$ cat src/rtl/load_store_unit.sv
// load_store_unit: byte/half/word load-store initiator for a single-port, registered-read word memory.
// Optional feature macro: LSU_MISALIGN_CHECK_EN (flags misaligned and reserved-size requests on rsp_err).
module load_store_unit #(
  parameter int ADDR_BITS = 10,
  parameter int WORD      = 32
) (
  input  logic                 clk,
  input  logic                 rst_n,
  input  logic                 req_valid,
  output logic                 req_ready,
  input  logic                 req_we,
  input  logic [1:0]           req_size,
  input  logic                 req_signed,
  input  logic [31:0]          req_addr,
  input  logic [WORD-1:0]      req_wdata,
  output logic                 rsp_valid,
  output logic [WORD-1:0]      rsp_rdata,
  output logic                 rsp_err,
  output logic [ADDR_BITS-1:0] mem_addr,
  output logic [WORD-1:0]      mem_din,
  output logic                 mem_rw,
  input  logic [WORD-1:0]      mem_dout
);

`ifdef LSU_MISALIGN_CHECK_EN
  typedef enum logic [2:0] {ST_IDLE = 3'd0, ST_RD = 3'd1, ST_LCAP = 3'd2,
                            ST_WR = 3'd3, ST_MRG = 3'd4, ST_ERR = 3'd5} state_e;
`else
  typedef enum logic [2:0] {ST_IDLE = 3'd0, ST_RD = 3'd1, ST_LCAP = 3'd2,
                            ST_WR = 3'd3, ST_MRG = 3'd4} state_e;
`endif

  state_e                state_q, state_d;
  logic                  we_q, we_d;
  logic [1:0]            size_q, size_d;
  logic                  sgn_q, sgn_d;
  logic [1:0]            lane_q, lane_d;
  logic [WORD-1:0]       wdata_q, wdata_d;
  logic [ADDR_BITS-1:0]  addr_q, addr_d;
  logic                  rsp_valid_q, rsp_valid_d;
  logic [WORD-1:0]       rsp_rdata_q, rsp_rdata_d;
  logic                  rsp_err_q, rsp_err_d;
  logic                  hs_s;
  logic                  sub_word_s;
  logic                  unused_addr_s;

  function automatic logic [WORD-1:0] fmt_load(input logic [WORD-1:0] word, input logic [1:0] size,
                                               input logic [1:0] lane, input logic sgn);
    logic [7:0]  b;
    logic [15:0] h;
    case (lane)
      2'd0:    b = word[7:0];
      2'd1:    b = word[15:8];
      2'd2:    b = word[23:16];
      default: b = word[31:24];
    endcase
    h = lane[1] ? word[31:16] : word[15:0];
    case (size)
      2'b00:   fmt_load = {{(WORD-8){sgn & b[7]}}, b};
      2'b01:   fmt_load = {{(WORD-16){sgn & h[15]}}, h};
      default: fmt_load = word;
    endcase
  endfunction

  function automatic logic [WORD-1:0] merge_store(input logic [WORD-1:0] old, input logic [WORD-1:0] wd,
                                                  input logic [1:0] size, input logic [1:0] lane);
    logic [WORD-1:0] m;
    m = old;
    if (size == 2'b00) begin
      case (lane)
        2'd0:    m[7:0]   = wd[7:0];
        2'd1:    m[15:8]  = wd[7:0];
        2'd2:    m[23:16] = wd[7:0];
        default: m[31:24] = wd[7:0];
      endcase
    end else if (lane[1]) begin
      m[31:16] = wd[15:0];
    end else begin
      m[15:0] = wd[15:0];
    end
    merge_store = m;
  endfunction

  assign hs_s          = (state_q == ST_IDLE) && req_valid;
  assign sub_word_s    = (req_size == 2'b00) || (req_size == 2'b01);
  assign unused_addr_s = ^req_addr[31:ADDR_BITS+2];

`ifdef LSU_MISALIGN_CHECK_EN
  logic req_err_s;
  // Misalignment / reserved-size classification of the incoming request
  always_comb begin
    case (req_size)
      2'b00:   req_err_s = 1'b0;
      2'b01:   req_err_s = req_addr[0];
      2'b10:   req_err_s = (req_addr[1:0] != 2'b00);
      default: req_err_s = 1'b1;
    endcase
  end
`endif

  // State register
  always_ff @(posedge clk) begin
    if (!rst_n) begin
      state_q <= ST_IDLE;
    end else begin
      state_q <= state_d;
    end
  end

  // Next-state logic
  always_comb begin
    state_d = state_q;
    case (state_q)
      ST_IDLE: begin
        if (!hs_s) begin
          state_d = ST_IDLE;
`ifdef LSU_MISALIGN_CHECK_EN
        end else if (req_err_s) begin
          state_d = ST_ERR;
`endif
        end else if (!req_we || sub_word_s) begin
          state_d = ST_RD;
        end else begin
          state_d = ST_WR;
        end
      end
      ST_RD:   state_d = we_q ? ST_MRG : ST_LCAP;
      default: state_d = ST_IDLE;
    endcase
  end

  // Request capture and registered response computation
  always_comb begin
    we_d    = we_q;
    size_d  = size_q;
    sgn_d   = sgn_q;
    lane_d  = lane_q;
    wdata_d = wdata_q;
    addr_d  = addr_q;
    if (hs_s) begin
      we_d    = req_we;
      size_d  = req_size;
      sgn_d   = req_signed;
      lane_d  = req_addr[1:0];
      wdata_d = req_wdata;
      addr_d  = req_addr[ADDR_BITS+1:2];
    end else begin
      addr_d  = addr_q;
    end
    rsp_valid_d = (state_q == ST_LCAP) || (state_q == ST_WR) || (state_q == ST_MRG);
    rsp_err_d   = 1'b0;
`ifdef LSU_MISALIGN_CHECK_EN
    rsp_valid_d = rsp_valid_d || (state_q == ST_ERR);
    rsp_err_d   = (state_q == ST_ERR);
`endif
    if (state_q == ST_LCAP) begin
      rsp_rdata_d = fmt_load(mem_dout, size_q, lane_q, sgn_q);
    end else begin
      rsp_rdata_d = {WORD{1'b0}};
    end
  end

  // Datapath and response registers
  always_ff @(posedge clk) begin
    if (!rst_n) begin
      we_q        <= 1'b0;
      size_q      <= 2'b00;
      sgn_q       <= 1'b0;
      lane_q      <= 2'b00;
      wdata_q     <= {WORD{1'b0}};
      addr_q      <= {ADDR_BITS{1'b0}};
      rsp_valid_q <= 1'b0;
      rsp_rdata_q <= {WORD{1'b0}};
      rsp_err_q   <= 1'b0;
    end else begin
      we_q        <= we_d;
      size_q      <= size_d;
      sgn_q       <= sgn_d;
      lane_q      <= lane_d;
      wdata_q     <= wdata_d;
      addr_q      <= addr_d;
      rsp_valid_q <= rsp_valid_d;
      rsp_rdata_q <= rsp_rdata_d;
      rsp_err_q   <= rsp_err_d;
    end
  end

  // Output logic; memory write strobe is gated by reset so no write lands on a reset edge
  always_comb begin
    req_ready = rst_n && (state_q == ST_IDLE);
    mem_addr  = addr_q;
    mem_rw    = 1'b0;
    mem_din   = {WORD{1'b0}};
    case (state_q)
      ST_WR: begin
        mem_rw  = rst_n;
        mem_din = wdata_q;
      end
      ST_MRG: begin
        mem_rw  = rst_n;
        mem_din = merge_store(mem_dout, wdata_q, size_q, lane_q);
      end
      default: begin
        mem_rw  = 1'b0;
        mem_din = {WORD{1'b0}};
      end
    endcase
  end

  assign rsp_valid = rsp_valid_q;
  assign rsp_rdata = rsp_rdata_q;
`ifdef LSU_MISALIGN_CHECK_EN
  assign rsp_err   = rsp_err_q;
`else
  assign rsp_err   = 1'b0;
`endif

endmodule

$ cat config.mk
export PLATFORM = sky130hd
export DESIGN_NAME = load_store_unit
export DESIGN_NICKNAME = d
export VERILOG_FILES = /design/src/rtl/load_store_unit.sv
export SDC_FILE = /design/constraint.sdc
export NUM_CORES = 1
export LEC_CHECK = 0
export CAP_MARGIN = 20
export CORE_AREA = 2 2 95 115
export CTS_CLUSTER_SIZE = 14
export DETAILED_ROUTE_END_ITERATION = 6
export DIE_AREA = 0 0 97 117
export GPL_ROUTABILITY_DRIVEN = 0
export PLACE_DENSITY = 0.81
export SLEW_MARGIN = 20
export SYNTH_ARGS = -nofsm -noshare
export SYNTH_HDL_FRONTEND = slang
export SYNTH_SLANG_ARGS = --single-unit
$ cat constraint.sdc
create_clock -name clk -period 2.2 [get_ports clk]
set_clock_uncertainty 0.05 [all_clocks]
set_input_delay 0.22 -clock clk [delete_from_list [all_inputs] [get_ports clk]]
set_output_delay 0.22 -clock clk [all_outputs]
set_load 0.005 [all_outputs]
==> impl_metrics.yaml <==
outcome:
  status: "finished with violations"
  violations: "negative setup slack"
grt:
  grt_antenna_before_repair: 0
  grt_start_max_net_pins: 37
  overflow: 0
  grt_usage_pct: 25.46
  grt_pass1_vias: 4481
  grt_pass1_wl_um: 22940
die:
  fp.dieH_um: 117
  ioPinCount: 181
  die_width_um: 97
  core_mm2: 0.01031
  row_count: 41
  initial_core_util_pct: 42.93
  die_area_mm2: 0.01135
worst_setup_path:
  required_ps: 1930
  critPathMaxStageDelay_ps: 440
  crit_path_end_kind: "primary output"
  critPathMaxFanout: 5
  ff2ff_setup_slack_ps: 240
  critPathKind: "reg2out"
  rr_endpoint: "rsp_rdata[14]$_SDFF_PN0_"
  worst-r2r-cell-count: 6
  worstPathArrival_ps: 1950
  cpMaxStageDelayCell: "or3b_4"
  r2r_start: "lane_q[0]$_SDFFE_PN0N_"
  path_cells: "or3b_4 > nand2_8 > buf_4 > mux2i_1 > o21ai_1 > dlygate4sd2_1"
  crit_path_start_kind: "flip-flop"
routing:
  routed_via_density: 5.675
  drcViolationCount: 0
  detail_route.first_pass.iterations: 5
  routed_wl_um: 15790
  drt-initial-drc-count: 404
  num_vias: 4909
  wl_per_cell_um: 18.25
  ant_nets: 0
yosys:
  synth_top_area_cell: "dfxtp_1"
  ys_seq_area_share_pct: 37.99
  avgSynthCellArea_um2: 8.034
  synthCells: 551
  ys.warnings.count: 0
  synth_top_area_share_pct: 37.99
  yosysMostFrequentCell: "nand2_1"
  synth_area_leaders: "dfxtp_1 38%, nand2_1 13%, a21boi_0 7.8%"
  synth-async-reset-ratio_pct: 0
  synth_cell_types: 43
  synth_ff_type: "dfxtp_1"
  syn_nets: 654
  ys_ff_latch: 84
  synth_edf_count: 0
  synthTopCellsByCount: "154 x nand2_1, 84 x dfxtp_1, 46 x a21boi_0"
  synth_area_mm2: 0.004427
power_and_ir_drop:
  powerDensity_mw_per_mm2: 599.5
  seq_power_share_pct: 39.7
  power_frac_comb_pct: 20.8
  power_switching_mw: 1.134
  intPower_mw: 3.039
  vdd.ir_drop.worst_v: 0.0004718
  total_power_mw: 4.173
  clock_power_share_pct: 39.4
  switching_share_pct: 27.19
  cellLeakagePower_nw: 2.997
min_path:
  min_to: "mem_addr[4]$_SDFFE_PN0N_"
  hp-class: "in2reg"
  min_from: "req_addr[6]"
  hold_path_depth: 3
clock_network:
  clk_path_buf_depth: 2
  cts_root_buf: "clkbuf_16"
  clk_pin_slew_worst_paths_ps: 70
  cts-buffers-inserted: 9
  worstSkewPairLatency_ps: 340
  cts_hold_buf: 0
  cts.sinks: 84
  htreeDepth: 3
  cts_tree: "yes"
sta:
  hold_violations: 0
  setup_ws_ps: -24.91
  fmax_ghz: 0.4495
  rsz0062_at_grt: "yes"
  period_share_pct: 101.1
  setup_viol_count_final: 1
  fin_setup_tns_ps: -24.91
  tightest_slew_ps: 597.2
  maxSlewHeadroom_pct: 59.92
  fin_hold_ws_ps: 377.8
  min_period_ps: 2225
  drv_slew: 0
place:
  dpl.hpwl_um: 10750
  place.port_buffers: 159
run:
  maxCapViolCount: 0
cells_and_area:
  num_antenna_cells: 0
  syn_to_final_growth_pct: 57.24
  drive_gt1_share_pct: 16.85
  final_nets: 834
-- worst max-delay path, delay by kind of cell (launching register included) --
family / cells / cell delay, ps
DFF: 1 / 370
AOI/OAI and AO/OA: 1 / 70
buffers and inverters: 2 / 400
muxes: 1 / 220
and+or+nand+nor: 2 / 540
-- cell usage in the layout (no fill, tap or decap), drive strengths merged, types with 3 or more instances in the layout --
cell,synthesis,final
nand2,155,155
clkdlybuf4s50,0,134
dfxtp,84,84
buf,23,51
a21boi,49,49
a21oi,36,36
mux2i,34,34
o21ai,25,25
nor2,20,20
a22o,18,18
nand3,16,16
inv,15,16
clkbuf,21,15
dlymetal6s2s,0,11
dlygate4sd2,0,10
a221oi,7,7
nor2b,7,7
a32o,7,7
and2,5,5
mux4,4,4
o221ai,3,3
nand2b,3,3
clkinv,0,3
-- kinds of logic after synthesis --
logic type	after synthesis	share of synthesized area (%)
DFF	84	37.99
muxes	38	9.723
buffers and inverters	59	6.275
AOI/OAI and AO/OA	153	24.84
and+or+nand+nor	216	21.09
other	1	0.08471
-- sequential cells by signal, indices dropped and copies added, names as in the netlist --
register and cells:
state_q 3, sgn_q 1, mem_addr 10, lane_q 2, wdata_q 32, we_q 1, rsp_rdata 32, rsp_valid 1
size_q 2
-- power by group through the flow --
| stage | Sequential, mW | Clock [mW] | Combinational [mW] |
|---|---|---|---|
| 2_1_floorplan | 1.67 | 0 | 0.394 |
| 3_3_place_gp | 1.68 | 0 | 0.722 |
| 3_5_place_dp | 1.69 | 0 | 0.743 |
| 4_1_cts | 1.65 | 1.64 | 0.779 |
| 5_1_grt | 1.66 | 1.72 | 0.930 |
| 6_report | 1.66 | 1.65 | 0.870 |
-- per-stage QoR --
stage / instances / setup slack, ps / instance area, um2 / util [%]
2_1_floorplan: 551 / 598.9 / 4427 / -
3_3_place_gp: 827 / 98.11 / 6256 / 60.67
3_5_place_dp: 827 / 87.25 / 6256 / 60.67
4_1_cts: 850 / -71.70 / 6691 / 64.90
5_1_grt: 865 / -78.46 / 6960 / 67.50
6_report: 865 / -24.91 / 6960 / 67.50
-- per-layer routing --
layer / part of all wire (%) / vias up / GRT usage [%]
met5: 0 / - / 0
met4: 4.6 / 0 / 10.14
met3: 9.5 / 58 / 6.591
met2: 48 / 344 / 43.56
met1: 38 / 2249 / 30.98
li1: - / 2258 / -
-- final cells by class --
| type | count | area, um2 |
|---|---|---|
| fill | 762 | 3351 |
| multi-input combinational | 408 | 2579 |
| timing repair buffer | 213 | 2140 |
| sequential | 84 | 1700 |
| clock buffer | 9 | 225.2 |
| tap | 129 | 161.4 |
| clock inverter | 7 | 98.84 |
| inverter | 15 | 56.30 |
-- how the worst max path moves through the flow --
stage          slack (ps)  cells past startpoint                    from           to
3_5_place_dp           90                      5  lane_q[0]$_SDFFE_PN0N_  mem_din[21]
5_1_grt               -80                      6  size_q[1]$_SDFFE_PN0N_  mem_din[17]
3_3_place_gp          100                      5  lane_q[0]$_SDFFE_PN0N_  mem_din[17]
4_1_cts               -70                      7  lane_q[0]$_SDFFE_PN0N_  mem_din[15]
6_report              -20                      6  size_q[1]$_SDFFE_PN0N_  mem_din[17]
2_1_floorplan         600                      6  lane_q[1]$_SDFFE_PN0N_  mem_din[10]
-- timing repair --
action	4_1_cts	5_1_grt
pin swaps	11	8
gates cloned	0	3
endpoints found under the hold margin	0	0
buffers inserted	7	12
setup endpoints to repair	33	27
resized for setup	39	48
(Power assumes the default switching activity.)
